`config.mk`:
```
export PLATFORM = sky130hd
export DESIGN_NAME = blit_fill_engine
export DESIGN_NICKNAME = d
export VERILOG_FILES = /design/src/rtl/blit_fill_engine.sv
export SDC_FILE = /design/constraint.sdc
export NUM_CORES = 1
export LEC_CHECK = 0
export ABC_AREA = 1
export ABC_CLOCK_PERIOD_IN_PS = 10170
export CORE_MARGIN = 4
export CORE_UTILIZATION = 65
export DETAILED_ROUTE_END_ITERATION = 16
export PLACE_DENSITY = 0.88
export SYNTH_ARGS = -nofsm -noshare
export SYNTH_HDL_FRONTEND = slang
export SYNTH_SLANG_ARGS = --single-unit
```
`constraint.sdc`:
```
create_clock -name clk -period 10.17 [get_ports clk]
set_input_delay 1.5255 -clock clk [delete_from_list [all_inputs] [get_ports clk]]
set_output_delay 1.5255 -clock clk [all_outputs]
set_load 0.005 [all_outputs]
```
`src/rtl/blit_fill_engine.sv`:
```
// Rectangle fill / rectangle copy engine for a 1 bpp framebuffer.
// Walks the requested rectangle one pixel per cycle (fill) or one pixel per
// two cycles (blit: read then write) against a single-port memory with a
// 1-cycle read latency. Destination pixels off screen keep their cycles but
// suppress the write strobe; off-screen source pixels read as 0.
module blit_fill_engine #(
    parameter int unsigned SCREEN_W = 320,
    parameter int unsigned SCREEN_H = 240,
    parameter int unsigned ADDR_W   = 17
) (
    input  logic              clk,
    input  logic              rst_n,
    input  logic [8:0]        X1,
    input  logic [7:0]        Y1,
    input  logic [8:0]        X2,
    input  logic [7:0]        Y2,
    input  logic [8:0]        op_width,
    input  logic [7:0]        op_height,
    input  logic              start_blit,
    input  logic              start_fill,
    input  logic              fill_value,
    output logic [ADDR_W-1:0] mem_addr,
    output logic              mem_rd_en,
    input  logic              mem_rd_data,
    output logic              mem_wr_en,
    output logic              mem_wr_data,
    output logic              busy,
    output logic              done
);

    localparam logic [9:0] ScreenWX = 10'(SCREEN_W);
    localparam logic [8:0] ScreenHY = 9'(SCREEN_H);

    typedef enum logic [2:0] {
        StIdle,
        StFill,
        StBlitRd,
        StBlitWr,
        StDone
    } state_e;

    // Linear framebuffer address; the constant multiply reduces to shift-adds.
    function automatic logic [ADDR_W-1:0] pix_addr(input logic [8:0] y, input logic [9:0] x);
        logic [31:0] full;
        full = (32'(y) * 32'(SCREEN_W)) + 32'(x);
        return full[ADDR_W-1:0];
    endfunction

    state_e     state_q, state_d;
    logic [8:0] x1_q, x1_d;
    logic [7:0] y1_q, y1_d;
    logic [8:0] x2_q, x2_d;
    logic [7:0] y2_q, y2_d;
    logic [8:0] w_q, w_d;
    logic [7:0] h_q, h_d;
    logic       fill_val_q, fill_val_d;
    logic       back_q, back_d;
    // Fill cursor holds absolute coordinates.
    logic [8:0] cx_q, cx_d;
    logic [7:0] cy_q, cy_d;
    // Blit cursor holds offsets into the rectangle.
    logic [8:0] ox_q, ox_d;
    logic [7:0] oy_q, oy_d;
    // Source pixel of the current blit step was on screen (read was issued).
    logic       rd_ok_q, rd_ok_d;

    logic [9:0] fill_x, src_x, dst_x;
    logic [8:0] fill_y, src_y, dst_y;
    logic       fill_in, src_in, dst_in;
    logic       blit_back;

    // Pixel coordinates, widened one bit so offsets never wrap.
    always_comb begin
        fill_x  = {1'b0, cx_q};
        fill_y  = {1'b0, cy_q};
        src_x   = {1'b0, x1_q} + {1'b0, ox_q};
        src_y   = {1'b0, y1_q} + {1'b0, oy_q};
        dst_x   = {1'b0, x2_q} + {1'b0, ox_q};
        dst_y   = {1'b0, y2_q} + {1'b0, oy_q};
        fill_in = (fill_x < ScreenWX) && (fill_y < ScreenHY);
        src_in  = (src_x < ScreenWX) && (src_y < ScreenHY);
        dst_in  = (dst_x < ScreenWX) && (dst_y < ScreenHY);
        // Walk backwards when the destination lies after the source in scan
        // order, so overlapping copies never read an already-written pixel.
        blit_back = (Y2 > Y1) || ((Y2 == Y1) && (X2 > X1));
    end

    // Next-state logic: operand capture, rectangle walk and termination.
    always_comb begin
        state_d    = state_q;
        x1_d       = x1_q;
        y1_d       = y1_q;
        x2_d       = x2_q;
        y2_d       = y2_q;
        w_d        = w_q;
        h_d        = h_q;
        fill_val_d = fill_val_q;
        back_d     = back_q;
        cx_d       = cx_q;
        cy_d       = cy_q;
        ox_d       = ox_q;
        oy_d       = oy_q;
        rd_ok_d    = rd_ok_q;

        unique case (state_q)
            StIdle: begin
                if (start_fill || start_blit) begin
                    x1_d       = X1;
                    y1_d       = Y1;
                    x2_d       = X2;
                    y2_d       = Y2;
                    w_d        = op_width;
                    h_d        = op_height;
                    fill_val_d = fill_value;
                end
                // Fill has priority; a simultaneous blit request is dropped.
                if (start_fill) begin
                    cx_d    = X1;
                    cy_d    = Y1;
                    state_d = ((X1 > X2) || (Y1 > Y2)) ? StDone : StFill;
                end else if (start_blit) begin
                    back_d = blit_back;
                    if ((op_width == 9'd0) || (op_height == 8'd0)) begin
                        state_d = StDone;
                    end else begin
                        ox_d    = blit_back ? (op_width - 9'd1) : 9'd0;
                        oy_d    = blit_back ? (op_height - 8'd1) : 8'd0;
                        state_d = StBlitRd;
                    end
                end
            end

            StFill: begin
                if (cx_q == x2_q) begin
                    if (cy_q == y2_q) begin
                        state_d = StDone;
                    end else begin
                        cx_d = x1_q;
                        cy_d = cy_q + 8'd1;
                    end
                end else begin
                    cx_d = cx_q + 9'd1;
                end
            end

            StBlitRd: begin
                rd_ok_d = src_in;
                state_d = StBlitWr;
            end

            StBlitWr: begin
                state_d = StBlitRd;
                if (back_q) begin
                    if (ox_q == 9'd0) begin
                        if (oy_q == 8'd0) begin
                            state_d = StDone;
                        end else begin
                            ox_d = w_q - 9'd1;
                            oy_d = oy_q - 8'd1;
                        end
                    end else begin
                        ox_d = ox_q - 9'd1;
                    end
                end else begin
                    if (ox_q == (w_q - 9'd1)) begin
                        if (oy_q == (h_q - 8'd1)) begin
                            state_d = StDone;
                        end else begin
                            ox_d = 9'd0;
                            oy_d = oy_q + 8'd1;
                        end
                    end else begin
                        ox_d = ox_q + 9'd1;
                    end
                end
            end

            StDone: begin
                state_d = StIdle;
            end

            default: begin
                state_d = StIdle;
            end
        endcase
    end

    // Outputs decode from registered state only, so reset clears them at once.
    always_comb begin
        mem_addr    = '0;
        mem_rd_en   = 1'b0;
        mem_wr_en   = 1'b0;
        mem_wr_data = 1'b0;
        busy        = 1'b0;
        done        = 1'b0;

        unique case (state_q)
            StFill: begin
                busy        = 1'b1;
                mem_addr    = pix_addr(fill_y, fill_x);
                mem_wr_en   = fill_in;
                mem_wr_data = fill_val_q;
            end
            StBlitRd: begin
                busy      = 1'b1;
                mem_addr  = pix_addr(src_y, src_x);
                mem_rd_en = src_in;
            end
            StBlitWr: begin
                busy        = 1'b1;
                mem_addr    = pix_addr(dst_y, dst_x);
                mem_wr_en   = dst_in;
                mem_wr_data = rd_ok_q & mem_rd_data;
            end
            StDone: begin
                done = 1'b1;
            end
            default: begin
            end
        endcase
    end

    // State and datapath registers.
    always_ff @(posedge clk or negedge rst_n) begin
        if (!rst_n) begin
            state_q    <= StIdle;
            x1_q       <= '0;
            y1_q       <= '0;
            x2_q       <= '0;
            y2_q       <= '0;
            w_q        <= '0;
            h_q        <= '0;
            fill_val_q <= 1'b0;
            back_q     <= 1'b0;
            cx_q       <= '0;
            cy_q       <= '0;
            ox_q       <= '0;
            oy_q       <= '0;
            rd_ok_q    <= 1'b0;
        end else begin
            state_q    <= state_d;
            x1_q       <= x1_d;
            y1_q       <= y1_d;
            x2_q       <= x2_d;
            y2_q       <= y2_d;
            w_q        <= w_d;
            h_q        <= h_d;
            fill_val_q <= fill_val_d;
            back_q     <= back_d;
            cx_q       <= cx_d;
            cy_q       <= cy_d;
            ox_q       <= ox_d;
            oy_q       <= oy_d;
            rd_ok_q    <= rd_ok_d;
        end
    end

endmodule

```
==> impl_metrics.tcl <==
set metrics [dict create \
    peakVddDrop_mv 0.0858 \
    clockPowerShare 0.464 \
    use_met2 0.553 \
    cp_max_fo 7 \
    min_period_over_period 0.596 \
    worstReg2RegEnd "oy_q[6]" \
    r2r_start "back_q" \
    globalRouteTotalUtil 0.329 \
    seqPwrFrac 0.440 \
    drt-initial-drc-count 858 \
    die_h_um 133 \
    cp.required_ps 8640 \
    drt-wirelength-per-cell_um 16.7 \
    synth.distinct_cells 50 \
    hold_path_class "flip-flop to flip-flop" \
    critPathMaxStageDelay_ps 490 \
    start_util 0.665 \
    p_leak_nw 5.92 \
    synth_top_cell_area_share 0.224 \
    core_um2 15300 \
    cts_buffer_depth 2 \
    maxSlewHeadroom 0.394 \
    drc 0 \
    final_core_util 0.748 \
    setup_viol 0 \
    grt_use_met1 0.425 \
    drt-total-wl_mm 29.5 \
    rows 45 \
    postCtsHoldBufs 0 \
    areaGrowthSynthToFinish_pct 12.4 \
    cp_slowest_cell "dfrtp_1" \
    via_per_inst 5.91 \
    worst_slew_pin_slew_ps 909 \
    final_cells 1766 \
    worstPathBufferInverterCount 2 \
    fp.dieArea_um2 17700 \
    critical_path_class "flip-flop to primary output" \
    fin_skew_ps 6.50 \
    via_count 10444 \
    grt.overflow.total 0 \
    grt_pass1_vias 9736 \
    die_w_um 133 \
    r2r_cells 14 \
    yosys.area.top_type "dfrtp_1" \
    post-dp-hpwl_mm 22.8 \
    htree_levels 3 \
    finalCriticalPeriod_ps 6060 \
    min_from "rd_ok_q" \
    outcome "completed" \
    seq_area_frac_synth 0.224 \
    cts_sinks 91 \
    p_comb_frac 0.095 \
    crit_chain "ha_1, fa_1, nand3_1, nand2_1, xor2_1, xor2_1, inv_1, fa_1, o21ai_0, nand2_1, nand2_1, a21oi_1, xor2_1, o21bai_1, nand3_1, nand3_1, clkdlybuf4s50_1" \
    layout-drive-gt1-share 0.0553 \
    ant_nets 0 \
    end_kind "primary output" \
    max_freq_mhz 165 \
    powerDensity_nw_per_um2 72.0 \
    cts_resized 0 \
    dp_cells 1750 \
    postCtsSetupBuffers 0 \
    drv_slew 0 \
    fin_setup_tns_ps 0 \
    fillers 1249 \
    max-cap-violations 0 \
    routabilityCongestion 1.00 \
    synth_seq_cells 91 \
    multi_input_area_um2 6950 \
    holdWs_ps 491 \
    arrival_ps 4540 \
    drt_first_pass_iters 6 \
    p_sw_mw 0.208 \
    hold_viol_final 0 \
    whs_path_depth 2 \
    cts_tree "built" \
    netlist_instances 1489 \
    yosys-top-cells-area "dfrtp_1, ha_1, nand2_1, inv_1, o21ai_0" \
    grtUsageMet3 0.0316 \
    seqCellArea_um2 2280 \
    p_int_mw 0.613 \
    ys_warn_count 0 \
    antenna_found_initial 0 \
    cts_inserted_buffers 9 \
    grt_max_degree 69 \
    rsz0062_at_grt "false" \
    clock_latency_ps 360 \
    startpoint_type "flip-flop" \
    synthesis.area_um2 10100 \
    syn_nets 1670 \
    grt_pass1_wl_mm 47.4 \
    clk_pin_slew_worst_paths_ps 70 \
    grt_busiest_layer "met2" \
    path_delay_family "adder cells" \
    reg2reg_slack_ps 6990 \
    avgSynthCellArea_um2 6.82 \
    min_to "rd_ok_q" \
    sw_frac_of_total 0.254 \
    finalNetCount 1731 \
    ctsRootBufferMaster "clkbuf_16" \
    pin_count 79 \
    insertedDiodeCount 0 \
    io_buffers 78 \
]
==> worst reg2reg max path, stage by stage, from the launching register on <==
cell and delay, ps:
dfrtp_1 940, clkinv_1 570, fa_1 550, inv_1 100, nand3_1 90, nand2_1 80
nand2_1 70, nand2_1 60, nand2_1 40, nand2_1 80, a21oi_1 70, o21ai_0 150
o31ai_1 130, nand3_1 90, nand2_1 50
==> cells in the mapped netlist, drive strengths merged <==
cell    count
mux2        7
and3        1
a22oi       2
a211oi      1
nand3     114
o221ai     11
or2        10
fa         11
o211ai     11
nor2      117
o41ai       1
dfrtp      91
a21boi      1
a31oi       7
o21a        3
nand4      24
ha        113
xor2       66
nand2     355
buf        11
nand3b      3
inv       199
clkbuf     24
nor3       20
a21oi     111
o31ai       7
o21bai      5
o21ai     130
a21o        3
clkinv      5
and2        3
a32o        1
xnor3       1
nor4        4
xnor2      16
==> layout make-up <==
class                      count  share of cell area
inverter                     204              0.0671
clock inverter                 5             0.00757
timing repair buffer          85              0.0728
tap                          211              0.0231
multi-input combinational   1159               0.609
clock buffer                  11              0.0204
sequential                    91               0.200
==> worst max path at each step <==
| stage | start | endpoint | slack, ps | cells after the start |
|---|---|---|---|---|
| after floorplan | oy_q[0] | mem_addr[16] | 5450 | 17 |
| after detailed placement | oy_q[0] | mem_addr[15] | 4570 | 17 |
| after CTS | oy_q[0] | mem_addr[15] | 4160 | 17 |
| after global placement | oy_q[0] | mem_addr[16] | 4690 | 18 |
| final | oy_q[0] | mem_addr[15] | 4110 | 17 |
| after global routing | oy_q[0] | mem_addr[16] | 3810 | 18 |
==> power by group through the flow <==
stage / sequential, mW / clock, mW / combinational, mW
6_report: 0.362 / 0.382 / 0.0784
3_5_place_dp: 0.369 / 0 / 0.0773
5_1_grt: 0.361 / 0.395 / 0.0861
3_3_place_gp: 0.369 / 0 / 0.0752
4_1_cts: 0.362 / 0.381 / 0.0779
2_1_floorplan: 0.369 / 0 / 0.0298
==> kinds of logic after synthesis <==
group,synth area share
buf+inv,0.0912
flops,0.224
compound gates,0.164
fa+ha+maj,0.161
mux,0.00777
simple gates,0.279
xor+xnor,0.0730
==> routing by layer <==
metal	share of wire	vias up
met5	0	-
met4	0.051	0
met3	0.066	102
met2	0.47	481
met1	0.42	4794
li1	-	5067
==> state kept, by name (all words and copies together), names as in the netlist <==
name	count
back_q	1
x1_q	9
rd_ok_q	1
h_q	8
ox_q	9
y2_q	8
cx_q	9
state_q	3
oy_q	8
cy_q	8
w_q	9
y1_q	8
fill_val_q	1
x2_q	9
==> through the flow <==
stage          worst slack, ps  area (um2)  total power [mW]
2_1_floorplan             5450       10100             0.399
3_3_place_gp              4690       11100             0.444
3_5_place_dp              4570       11100             0.446
4_1_cts                   4160       11400             0.820
5_1_grt                   3810       11400             0.843
6_report                  4110       11400             0.822
==> cell usage in the layout, fill, tap and decap left out, drive strengths merged, types with 2 or more instances in the layout <==
cell | netlist | final
clkinv | 5 | 5
and2 | 3 | 3
ha | 113 | 113
clkdlybuf4s50 | 0 | 77
xor2 | 66 | 66
inv | 199 | 200
a21oi | 111 | 111
a22oi | 2 | 2
fa | 11 | 11
nor4 | 4 | 4
or2 | 10 | 10
o221ai | 11 | 11
xnor2 | 16 | 16
nand2 | 355 | 355
nor3 | 20 | 20
clkbuf | 24 | 11
nand4 | 24 | 24
a21o | 3 | 3
mux2 | 7 | 7
o31ai | 7 | 7
o21a | 3 | 3
dfrtp | 91 | 91
o21bai | 5 | 5
nand3b | 3 | 3
bufinv | 0 | 2
a31oi | 7 | 7
buf | 11 | 8
nor2 | 117 | 117
clkinvlp | 0 | 2
o211ai | 11 | 11
nand3 | 114 | 114
o21ai | 130 | 130
(Power assumes the default switching activity.)
==> variant: new RTL, config.mk and constraints unchanged <==
Reset style: synchronous (`rst_n`), changed in one clocked block.
--- a/src/rtl/blit_fill_engine.sv
+++ b/src/rtl/blit_fill_engine.sv
@@ -221,7 +221,7 @@
     end
 
     // State and datapath registers.
-    always_ff @(posedge clk or negedge rst_n) begin
+    always_ff @(posedge clk) begin
         if (!rst_n) begin
             state_q    <= StIdle;
             x1_q       <= '0;
Formal check against the unedited RTL: not equivalent (a bounded check fails within 4 cycles, from zero or initial values and one cycle with rst_n low; the reset may be asserted at any time).
==> variant against the unedited design <==
  * Critical path depth is 5 higher
  * Sequential cell count stayed put
  * Worst setup slack worse by 200 ps
  * Via count is 1.1% higher
  * Final cell count is 3.5% higher
  * Wire length is 7.0% lower
  * Area after synthesis is 2.4% lower
  * Design area is 2.8% lower
  * Largest cell class unchanged
Power is left out: it rests on default switching activity, and per cell area and clock period it moved more than threefold.
==> variant: results (changes against the unedited design) <==
| Metric | Value |
|---|---|
| Status | completed |
| Vias in the first global route | 9701 (-0.36%) |
| Antenna cells | 0 (unchanged) |
| Post-DR vias/cell | 5.77 (-2.4%) |
| Crit-path slowest cell | clkdlybuf4s50_1 |
| Layout cell share with drive strength beyond 1 | 0.0414 (-0.0139) |
| I/O Buffers | 78 (unchanged) |
| Final HPWL DP | 21700 um (-4.8%) |
| Synth top cells by count | 360 x nand2_1, 218 x inv_1, 158 x a21oi_1 |
| Largest delay contributor family on the critical path | adder cells |
| FF-to-FF path depth | 13 (-1) |
| FF-to-FF setup slack | 7390 ps (+400 ps) |
| Seq/Total Area, Yosys | 0.184 (-0.0404) |
| Worst-path clk slew | 70 ps (about the same) |
| Total nets after synthesis | 1768 (+5.9%) |
| GPL Wtd Cong | 1.01 (+1.0%) |
| Ys Warns | 0 (unchanged) |
| Number of distinct library cells after synthesis | 49 (-2.0%) |
| Reg2reg start | state_q[0] |
| Fill count | 1236 (-1.0%) |
| Crit path to | mem_addr[16] |
| DR iter-0 viols | 812 (-5.4%) |
| Top cell type's share of synthesized area | 0.184 (-0.0404) |
| Routed WL | 27500 um (-7.0%) |
| Slew headroom | 0.463 (+0.0689) |
| CTS Buffer Depth | 2 (unchanged) |
| CP startpoint | oy_q[0] |
| Skew-Pair Late Insertion Delay | 360 ps (about the same) |
| Skew final | 11.4 ps (+4.93 ps) |
| Synth Flop Type | dfxtp_1 |
| Grt ovf | 0 (unchanged) |
| Worst r2r dst | ox_q[5] |
| Drt pass-1 iters | 5 (-1) |
| Largest net degree at the start of global routing | 86 (+25%) |
| CTS Buf Count | 9 (unchanged) |
| CP max FO | 7 (unchanged) |
| Top cells by area, synth | dfxtp_1 18%, ha_1 15%, nand2_1 14% |
| Layout Nets | 1823 (+5.3%) |
| Aggregate global-route resource usage | 0.311 (-0.0183) |
| Fraction of registers with async set/reset | 0 (-1.00) |
| Post-CTS Setup Inserts | 0 (unchanged) |
| Crit path arrival time | 4740 ps (+200 ps) |
| First-pass GRT wire length | 45100 um (-4.9%) |
variant: cell count changes after synthesis, sizes merged, moves of 6 or more:
| cell | before | now |
|---|---|---|
| a21oi | 111 | 160 |
| o22ai | 0 | 6 |
| dfxtp | 0 | 91 |
| dfrtp | 91 | 0 |
| nor2 | 117 | 163 |
| mux2 | 7 | 0 |
| inv | 199 | 231 |
| nand3 | 114 | 104 |
| nand2 | 355 | 368 |
| clkbuf | 24 | 31 |
| xor2 | 66 | 52 |
variant: through the flow:
stage,cell area [um^2],hold slack (ps),cells,setup WS [ps],util
2_1_floorplan,9900,425,1585,5260,-
3_3_place_gp,10800,445,1813,4450,0.732
3_5_place_dp,10800,453,1813,4350,0.732
4_1_cts,11100,465,1828,3960,0.752
5_1_grt,11100,488,1828,3620,0.752
6_report,11100,467,1828,3910,0.752
variant: cell families (layout without fill, tap and decap cells):
kind of cell,after synthesis,in the layout,share of synthesized area
compound gates,339,339,0.188
xor+xnor,69,69,0.0610
fa+ha+maj,126,126,0.168
buf+inv,270,329,0.104
flops,91,91,0.184
simple gates,690,690,0.295
variant: area by class of cell:
cell class | instances | area (um^2) | area share
multi-input combinational | 1224 | 7060 | 0.636
timing repair buffer | 83 | 813 | 0.0733
clock inverter | 6 | 71.3 | 0.00643
clock buffer | 9 | 225 | 0.0203
tap | 184 | 230 | 0.0208
sequential | 91 | 1820 | 0.164
inverter | 231 | 870 | 0.0784
variant: worst min-delay path by stage:
stage,start,endpoint,slack (ps)
6_report,y1_q[0],y1_q[0],470
5_1_grt,h_q[7],h_q[7],490
4_1_cts,y1_q[0],y1_q[0],470
3_5_place_dp,y1_q[0],y1_q[0],450
3_3_place_gp,y1_q[0],y1_q[0],440
2_1_floorplan,fill_val_q,fill_val_q,420
variant: worst register-to-register path: stages (launching register included):
cell     delay (ps)
dfxtp_1         390
inv_1            70
nor2_2          110
inv_2            70
nor2_4          610
inv_2           470
o21ai_2         160
nand2_2         100
a31oi_4         180
nand2_2         210
inv_2           150
nand2_1          60
nand2_1          50
nor2_1           40
variant: metal layers:
metal / track usage / share of wire / vias to the layer above
met5: 0 / 0 / -
met4: 0.129 / 0.035 / 0
met3: 0.0436 / 0.067 / 79
li1: - / - / 5343
met1: 0.399 / 0.43 / 4736
met2: 0.526 / 0.47 / 397
